## src/rtl/elem_order_cmp.sv

```systemverilog
// Combinational neighbour-order test: flags cur as out of order relative to prev.
module elem_order_cmp #(
    parameter int unsigned DATA_W = 32
) (
    input  logic [DATA_W-1:0] prev_i,
    input  logic [DATA_W-1:0] cur_i,
    input  logic              descending_i,
    input  logic              signed_cmp_i,
    input  logic              strict_i,
    output logic              violation_o
);

    logic eq;
    logic lt;
    logic gt;

    assign eq = (cur_i == prev_i);
    assign lt = signed_cmp_i ? ($signed(cur_i) < $signed(prev_i)) : (cur_i < prev_i);
    assign gt = signed_cmp_i ? ($signed(cur_i) > $signed(prev_i)) : (cur_i > prev_i);

    // Ascending forbids a drop, descending forbids a rise; strict also forbids ties.
    assign violation_o = (descending_i ? gt : lt) | (strict_i & eq);

endmodule

```

## config.mk

```make
export PLATFORM = sky130hd
export DESIGN_NAME = elem_order_cmp
export DESIGN_NICKNAME = d
export VERILOG_FILES = /design/src/rtl/elem_order_cmp.sv
export SDC_FILE = /design/constraint.sdc
export NUM_CORES = 1
export LEC_CHECK = 0
export ABC_AREA = 0
export CAP_MARGIN = 10
export CORE_ASPECT_RATIO = 1.5
export CORE_MARGIN = 2
export CORE_UTILIZATION = 32
export DETAILED_ROUTE_END_ITERATION = 16
export PLACE_DENSITY = 0.83
export SYNTH_ARGS = -nofsm -noshare
export SYNTH_HDL_FRONTEND = slang
export SYNTH_SLANG_ARGS = --single-unit
```

## constraint.sdc

```tcl
create_clock -name vclk -period 3.4
set_clock_uncertainty 0.15 [all_clocks]
set_input_delay 0.68 -clock vclk [all_inputs]
set_output_delay 0.68 -clock vclk [all_outputs]
set_load 0.005 [all_outputs]
```

==> qor.txt <==
Outcome: finished, violations left
Failing checks: negative setup slack
Number of I/O port buffers: 68
Top post-synthesis cells by area: ha_1 45%, inv_1 15%, a21oi_1 7.4%
WL final: 3960 um
Max-slew violations: 0
Most common cell in the netlist: inv_1
First-pass GRT wire length: 5100 um
Row cnt: 23
DP Wirelength: 2520 um
Hold Vio Cnt, Final: 0
Pre-antenna DRT Iters: 4
Drt drc: 0
Gr usage total: 21.7%
Cell count after synthesis: 121
Critical path required time: 2570 ps
Worst-path maximum fanout: 2
Tmin final: 3490 ps
Multi-input logic area: 1270 um2
Die Height: 68.3 um
Final Non-Filler Cells: 239
Via count: 1201
Synth Area in Adders: 45.4%
Core area: 2650 um2
Area share of the largest cell type after synthesis: 45.4%
Synth top cells by count: 35 x inv_1, 32 x ha_1, 13 x a21oi_1
Antenna-violating nets left: 0
Sequential cells: 0
Synth area leader: ha_1
MaxCap Viol Count: 0
Worst EP arrival: 2660 ps
Peak supply drop: 0.0673 mV
Syn. warnings: 0
Sequential area share after synthesis: 0%
Cell Pwr Density: 132 nW/um2
Antenna violations before repair: 0
Vias in the first global route: 1290
Placed cell area: 1670 um2
Clock buffer cells: 0
Share of cells above drive strength 1: 63.4%
Fmax: 286 MHz
Final period util: 103%
Gr ovfl total: 0
Worst Setup SP: cur_i[19]
Filler instances: 158
Syn nets: 220
Vias/cell: 5.03
WL/cell: 16.6 um
Crit start category: input port
CTS hold repair buffers: 0
Ant diodes: 0
RSZ-0062 raised after global routing: true
Die area: 3200 um2
Slew @ Worst Pin: 385 ps
Die Wd: 46.9 um
Power, Total: 278 uW
Final #Nets: 303
Largest net degree at the start of global routing: 4
Post-layout util: 79.8%
Kind of critical path: input port to output port
Largest family of logic cells by synthesized area: adder cells
Setup violators final: 1
GPL Wtd Cong: 0.600
Fraction of synthesized area in multiplexers: 2.27%
Compound-Gate Fraction of Synth Area: 18.2%
FF/Latch Area: 0 um2
Post-synthesis xor/xnor area fraction: 0.993%
CP Capture Type: output port
Initial Utilization: 33.3%
Setup slack at placement: -843 ps
Worst slew margin: 74.0%
Avg Cell Area, Syn: 7.29 um2
Initial DRC Count: 15
Synth Cell Area: 882 um2
Hold Path Class: input port to output port
Worst setup path end: violation_o
Final instance area: 2110 um2
Final Worst Setup Slack: -92.7 ps
Post-placement cell count: 234
Post-Synth Simple-Gate Area: 18.3%
P&R area growth vs syn: 139%
Cell depth of the worst hold path: 4
# IOs: 68
Pleak: 0.00102 uW
Netlist cell types: 23
cell type report:
cell class / count / area share, %
Multi-Input combinational cell: 86 / 60.2
Tap cell: 37 / 2.19
Inverter: 35 / 6.34
Timing Repair Buffer: 81 / 31.3
what timing repair did:
action	CTS	global route
setup endpoints to repair	1	1
resized for setup	169	69
pin swaps	54	33
setup buffers	3	2
power breakdown:
group	total (uW)	leakage, uW	internal, uW	switching, uW
clock	0	0	0	0
sequential	0	0	0	0
combinational	278	0.00102	154	125
total	278	0.00102	154	125
through the flow:
stage,TNS [ps],hold WS (ps)
finish,-92.7,1980
CTS,0,1970
global placement,-789,2280
floorplan,0,1400
global route,-192,2060
detailed placement,-843,2300
worst min-delay path by stage:
stage | start | endpoint | slack [ps]
after floorplan | descending_i | violation_o | 1400
after global placement | descending_i | violation_o | 2280
after detailed placement | descending_i | violation_o | 2300
after CTS | descending_i | violation_o | 1970
after global routing | descending_i | violation_o | 2060
final | descending_i | violation_o | 1980
critical path, stage by stage:
cell	delay, ps
dlygate4sd2_1	260
ha_4	250
a21oi_1	150
o21ai_1	110
a22o_2	270
nor3_4	230
o211ai_4	130
xnor2_2	230
mux2i_1	220
buf_2	130
cells by family (layout without fill, tap and decap cells):
| family | Yosys count | after routing |
|---|---|---|
| AOI/OAI and AO/OA | 26 | 26 |
| adders and majority gates | 32 | 32 |
| muxes | 2 | 2 |
| buffers and inverters | 35 | 116 |
| xor gates and xnor gates | 1 | 1 |
| and+or+nand+nor | 25 | 25 |
metal layers:
metal  GRT usage [%]  vias to the layer above  share of wire [%]
li1                -                      574                  -
met1            17.3                      560                 27
met2            47.3                       51                 64
met3            2.11                       16                4.7
met4            9.38                        0                4.0
met5               0                        -                  0
layout by cell type (no fill, tap or decap), drive strengths merged:
| cell type | Yosys | routed |
|---|---|---|
| clkdlybuf4s15 | 0 | 7 |
| mux2i | 2 | 2 |
| a21oi | 13 | 13 |
| or3 | 1 | 1 |
| o211ai | 1 | 1 |
| o21ai | 5 | 5 |
| ha | 32 | 32 |
| nand4 | 4 | 4 |
| nor3 | 1 | 1 |
| and2b | 1 | 1 |
| dlygate4sd2 | 0 | 22 |
| clkbuf | 0 | 20 |
| nor2 | 2 | 2 |
| xnor2 | 1 | 1 |
| clkdlybuf4s50 | 0 | 5 |
| inv | 35 | 35 |
| a21boi | 1 | 1 |
| nand3 | 2 | 2 |
| dlymetal6s2s | 0 | 5 |
| nand2 | 11 | 11 |
| a21o | 3 | 3 |
| a221oi | 2 | 2 |
| a22o | 1 | 1 |
| buf | 0 | 22 |
| nor4 | 3 | 3 |
No activity file was read; power rests on OpenSTA's default activity.
